**config.mk**
```make
export PLATFORM = sky130hd
export DESIGN_NAME = fft_frame_feeder
export DESIGN_NICKNAME = d
export VERILOG_FILES = /design/src/rtl/fft_frame_feeder.sv
export SDC_FILE = /design/constraint.sdc
export NUM_CORES = 1
export LEC_CHECK = 0
export BUFFER_PORTS_ARGS = -buffer_cell sky130_fd_sc_hd__buf_2
export CAP_MARGIN = 20
export CORE_MARGIN = 5
export CORE_UTILIZATION = 50
export DETAILED_ROUTE_END_ITERATION = 10
export PLACE_DENSITY = 0.66
export SYNTH_ARGS = -nofsm -noshare
export SYNTH_HDL_FRONTEND = slang
export SYNTH_SLANG_ARGS = --single-unit
```
**constraint.sdc**
```tcl
create_clock -name clk -period 4.6 [get_ports clk]
set_input_delay 0.92 -clock clk [delete_from_list [all_inputs] [get_ports clk]]
set_output_delay 0.92 -clock clk [all_outputs]
set_load 0.03 [all_outputs]
```
**src/rtl/fft_frame_feeder.sv**
```systemverilog
// rtl/fft_frame_feeder.sv - ping-pong 16-sample frame buffer feeding the FFT push/stall input
// Fills one bank from upstream while the other drains through a one-entry output register.
module fft_frame_feeder #(
  parameter int WIDTH = 16,
  parameter int N     = 16,
  parameter int AW    = 4
) (
  input  logic             clk,
  input  logic             reset,
  input  logic             ld_push,
  input  logic [WIDTH-1:0] ld_real,
  input  logic [WIDTH-1:0] ld_imag,
  output logic             ld_stall,
  input  logic             bitrev_en,
  output logic             out_push,
  output logic [WIDTH-1:0] out_real,
  output logic [WIDTH-1:0] out_imag,
  input  logic             out_stall,
  output logic             frame_done
);

  localparam logic [AW-1:0] LAST_IDX = AW'(N - 1);

  logic [WIDTH-1:0] r_mem_re [2*N];
  logic [WIDTH-1:0] r_mem_im [2*N];

  logic [1:0]       r_full;
  logic             r_wr_bank;
  logic [AW-1:0]    r_wr_cnt;
  logic             r_rd_bank;
  logic [AW-1:0]    r_rd_cnt;
  logic             r_brev;
  logic             r_out_push;
  logic             r_out_last;
  logic [WIDTH-1:0] r_out_real;
  logic [WIDTH-1:0] r_out_imag;
  logic             r_frame_done;

  logic             w_ld_acc;
  logic             w_ld_last;
  logic             w_out_load;
  logic             w_rd_go;
  logic             w_rd_last;
  logic             w_brev;
  logic [AW-1:0]    w_rd_idx;
  logic [1:0]       w_full_nxt;
  logic [AW:0]      w_wr_addr;
  logic [AW:0]      w_rd_addr;

  function automatic logic [AW-1:0] f_bitrev(input logic [AW-1:0] v);
    logic [AW-1:0] r;
    for (int i = 0; i < AW; i++) r[i] = v[AW-1-i];
    return r;
  endfunction

  assign ld_stall   = r_full[r_wr_bank];
  assign out_push   = r_out_push;
  assign out_real   = r_out_real;
  assign out_imag   = r_out_imag;
  assign frame_done = r_frame_done;

  assign w_ld_acc   = ld_push && !r_full[r_wr_bank];
  assign w_ld_last  = w_ld_acc && (r_wr_cnt == LAST_IDX);
  assign w_out_load = !r_out_push || !out_stall;
  assign w_rd_go    = w_out_load && r_full[r_rd_bank];
  assign w_rd_last  = w_rd_go && (r_rd_cnt == LAST_IDX);

  // Order is chosen at the first load of a frame; index 0 is the same either way.
  assign w_brev     = (r_rd_cnt == '0) ? bitrev_en : r_brev;
  assign w_rd_idx   = w_brev ? f_bitrev(r_rd_cnt) : r_rd_cnt;
  assign w_wr_addr  = {r_wr_bank, r_wr_cnt};
  assign w_rd_addr  = {r_rd_bank, w_rd_idx};

  // Fill only ever targets a non-full bank and release only a full one, so they never collide.
  always_comb begin
    w_full_nxt = r_full;
    for (int b = 0; b < 2; b++) begin
      if (w_ld_last && (r_wr_bank == b[0])) w_full_nxt[b] = 1'b1;
      if (w_rd_last && (r_rd_bank == b[0])) w_full_nxt[b] = 1'b0;
    end
  end

  always_ff @(posedge clk) begin
    if (w_ld_acc) begin
      r_mem_re[w_wr_addr] <= ld_real;
      r_mem_im[w_wr_addr] <= ld_imag;
    end
  end

  always_ff @(posedge clk or negedge reset) begin
    if (!reset) begin
      r_full       <= '0;
      r_wr_bank    <= 1'b0;
      r_wr_cnt     <= '0;
      r_rd_bank    <= 1'b0;
      r_rd_cnt     <= '0;
      r_brev       <= 1'b0;
      r_out_push   <= 1'b0;
      r_out_last   <= 1'b0;
      r_out_real   <= '0;
      r_out_imag   <= '0;
      r_frame_done <= 1'b0;
    end else begin
      r_full       <= w_full_nxt;
      r_frame_done <= r_out_push && !out_stall && r_out_last;

      if (w_ld_acc) begin
        r_wr_cnt <= w_ld_last ? '0 : r_wr_cnt + AW'(1);
        if (w_ld_last) r_wr_bank <= ~r_wr_bank;
      end

      if (w_out_load) begin
        r_out_push <= w_rd_go;
        r_out_last <= w_rd_last;
        if (w_rd_go) begin
          r_out_real <= r_mem_re[w_rd_addr];
          r_out_imag <= r_mem_im[w_rd_addr];
          r_brev     <= w_brev;
          r_rd_cnt   <= w_rd_last ? '0 : r_rd_cnt + AW'(1);
          if (w_rd_last) r_rd_bank <= ~r_rd_bank;
        end
      end
    end
  end

endmodule

```
==> impl_metrics.yaml <==
die:
  num_rows: 105
  fp.dieH_um: 298
  die_x_um: 298
  core_region_area_mm2: 0.0822
  pin_count: 72
  start_util_pct: 50.4
  die-area_mm2: 0.0888
sta:
  fin_tns_setup_ns: 0
  finalHoldViolations: 0
  rsz0062_at_grt: "no"
  timing.final.crit_share_pct: 82.1
  drv_slew: 0
  setup_viol: 0
  slew_headroom_pct: 21.0
  tightest_slew_ns: 1.19
  max_clock_freq_ghz: 0.265
  fin_skew_ns: 0.0249
  min_period_ns: 3.78
synth:
  syn_avg_cell_area_um2: 16.7
  synth_warnings: 0
  synth.area.top_cells: "edfxtp_1 (74%), mux2i_1 (10%), dfrtp_1 (2.9%)"
  yosysTopAreaCell: "edfxtp_1"
  syn_inst: 2477
  syn_area_mm2: 0.0415
  ys_seq_elements: 1072
  yosysTopAreaCellShare_pct: 74.1
  yosysUniqueCellTypes: 44
  syn_nets: 2520
  yosysSeqAreaShare_pct: 77.0
detailed_routing:
  vias: 23300
  drt-wirelength-per-cell_um: 29.9
  route.antenna.remaining_nets: 0
  dr.pass1.iters: 5
  totalWireLength_um: 112000
  detail_route.iter0.violations: 2574
  drc: 0
  via_per_inst: 6.24
grt:
  grt_use_met1_pct: 32.5
  grt_max_degree: 66
  track_usage_pct: 24.5
  grt_pass1_wl_um: 160000
  grt_overflow_total: 0
  grt_pass1_vias: 23100
  gr-usage-met3_pct: 4.28
  top_usage_layer: "met2"
  grt.met2_usage_pct: 41.3
  antenna_found_initial: 10
clocking:
  clk_latency_ns: 0.66
  clk_path_buf_depth: 3
  ctsResizeCount: 0
  holdBufCountCts: 0
  numCtsBuffers: 102
  ctsHtreeMaxLevel: 3
  cts_sinks: 1072
  cts_setup_buffers: 0
  path_clk_slew_ns: 0.07
  cts_tree: "yes"
  cts-root-buf: "clkbuf_16"
setup_path:
  arrival_ns: 4.28
  crit_path_start_kind: "register"
  endpoint_kind: "register"
  r2r-end: "out_imag[9]"
  reg2reg_depth: 10
  regToRegStartpoint: "r_rd_cnt[1]"
  ff2ff_setup_slack_ns: 0.82
  crit_type: "reg2reg"
  cp_max_fo: 44
  required_ns: 5.10
finish:
  post-route-util_pct: 57.3
  syn2layout_area_growth_pct: 13.5
  regArea_mm2: 0.0320
  finalNetCount: 2627
  instances_no_fill: 3739
  drive_above_1_share_pct: 13.9
  layout_common_cells: "edfxtp_1 (1024), mux2i_1 (417), nand2_1 (213)"
  nFillCells: 6118
  multiInputGateArea_mm2: 0.00907
  final_common_cell: "edfxtp_1"
status:
  status: "complete, no violations"
pwr:
  power_leakage_nw: 16.7
  powerDensity_mw_per_mm2: 635
  vdd_drop_max_uv: 527
  total_power_w: 0.0299
placement:
  io_buffers: 71
  gp_congestion: 0.806
  dp.cells: 3550
  dp_hpwl_um: 60700
min_path:
  worstHoldPathType: "in2async"
run:
  maxCapViolations: 0
-- how the worst max path moves through the flow --
| stage | startpoint | depth (start not counted) | slack (ns) | end |
|---|---|---|---|---|
| floorplan | ld_push | 4 | 0.41 | r_mem_im[14][0] |
| global placement | r_rd_cnt[1] | 10 | 1.07 | out_imag[3] |
| detailed placement | r_rd_cnt[1] | 10 | 0.91 | out_real[6] |
| CTS | r_rd_cnt[1] | 10 | 0.85 | out_imag[9] |
| global route | r_rd_cnt[1] | 10 | 0.58 | out_imag[9] |
| finish | r_rd_cnt[1] | 10 | 0.82 | out_imag[9] |
-- logic make-up (layout without fill, tap and decap cells) --
family          count (synthesis)  after routing  synth area share [%]
flops                        1072           1072                  77.0
simple gates                  411            411                  4.41
buf+inv                       159            349                  1.95
compound gates                407            407                  6.28
xor+xnor                        4              4                0.0844
mux                           418            418                  10.1
fa+ha+maj                       6              6                 0.181
other cells                     0              2                     0
-- Yosys cell counts (all sizes together) --
master   count
edfxtp    1024
mux2i      417
nand2      214
o22ai      128
a21oi      103
clkbuf      78
buf         73
nand3       71
o21ai       71
dfrtp       48
nor2        37
nor3        36
a211oi      35
a221oi      32
nor4        32
o2111ai     32
inv          8
ha           6
xnor2        4
nand2b       3
nand4        3
nor2b        3
a21o         2
and3         2
and3b        2
nand3b       2
o22a         2
or2          2
or3          2
and2         1
mux2         1
nor3b        1
o2bb2ai      1
o41ai        1
-- worst max-delay path, cell delays in order, from the launching register on --
cell and delay [ns]:
dfrtp_1 0.61, inv_1 0.27, ha_1 0.29, nor3b_2 0.18
a211oi_2 0.33, or2_4 0.40, buf_4 0.60, mux2i_1 0.27
o22ai_1 0.11, nor4_1 0.39, a211oi_1 0.10
-- sequential cells by signal, summed over array words and instances, names as in the netlist, 2 cells and up --
| name | cells |
|---|---|
| r_wr_cnt | 4 |
| r_mem_re | 512 |
| r_mem_im | 512 |
| out_real | 16 |
| r_rd_cnt | 4 |
| r_full | 2 |
| out_imag | 16 |
-- final cells by class --
type                       count  area share (%)
timing repair buffer         154            2.86
multi-input combinational   1246            19.3
clock buffer                 136            6.06
clock inverter                51            1.07
antenna                        2          0.0106
inverter                       8          0.0637
tap                         1070            2.84
sequential                  1072            67.8
-- per-stage QoR --
stage	area [um2]	hold WS (ns)	setup slack, ns
floorplan	41500	0.472	0.411
global placement	43700	0.487	1.07
detailed placement	43700	0.497	0.906
CTS	47100	0.354	0.850
global route	47100	0.377	0.579
finish	47100	0.357	0.822
-- report_power, final --
part           switching [W]  internal, W
registers           0.000455       0.0114
clock network        0.00351      0.00486
logic                0.00640      0.00333
total                 0.0104       0.0196
-- per-layer routing --
| metal | part of all wire (%) | wire length, um |
|---|---|---|
| met1 | 39 | 43200 |
| met2 | 49 | 55100 |
| met3 | 8.5 | 9530 |
| met4 | 3.6 | 4070 |
| met5 | 0 | 0 |
No activity file was read; power rests on OpenSTA's default activity.
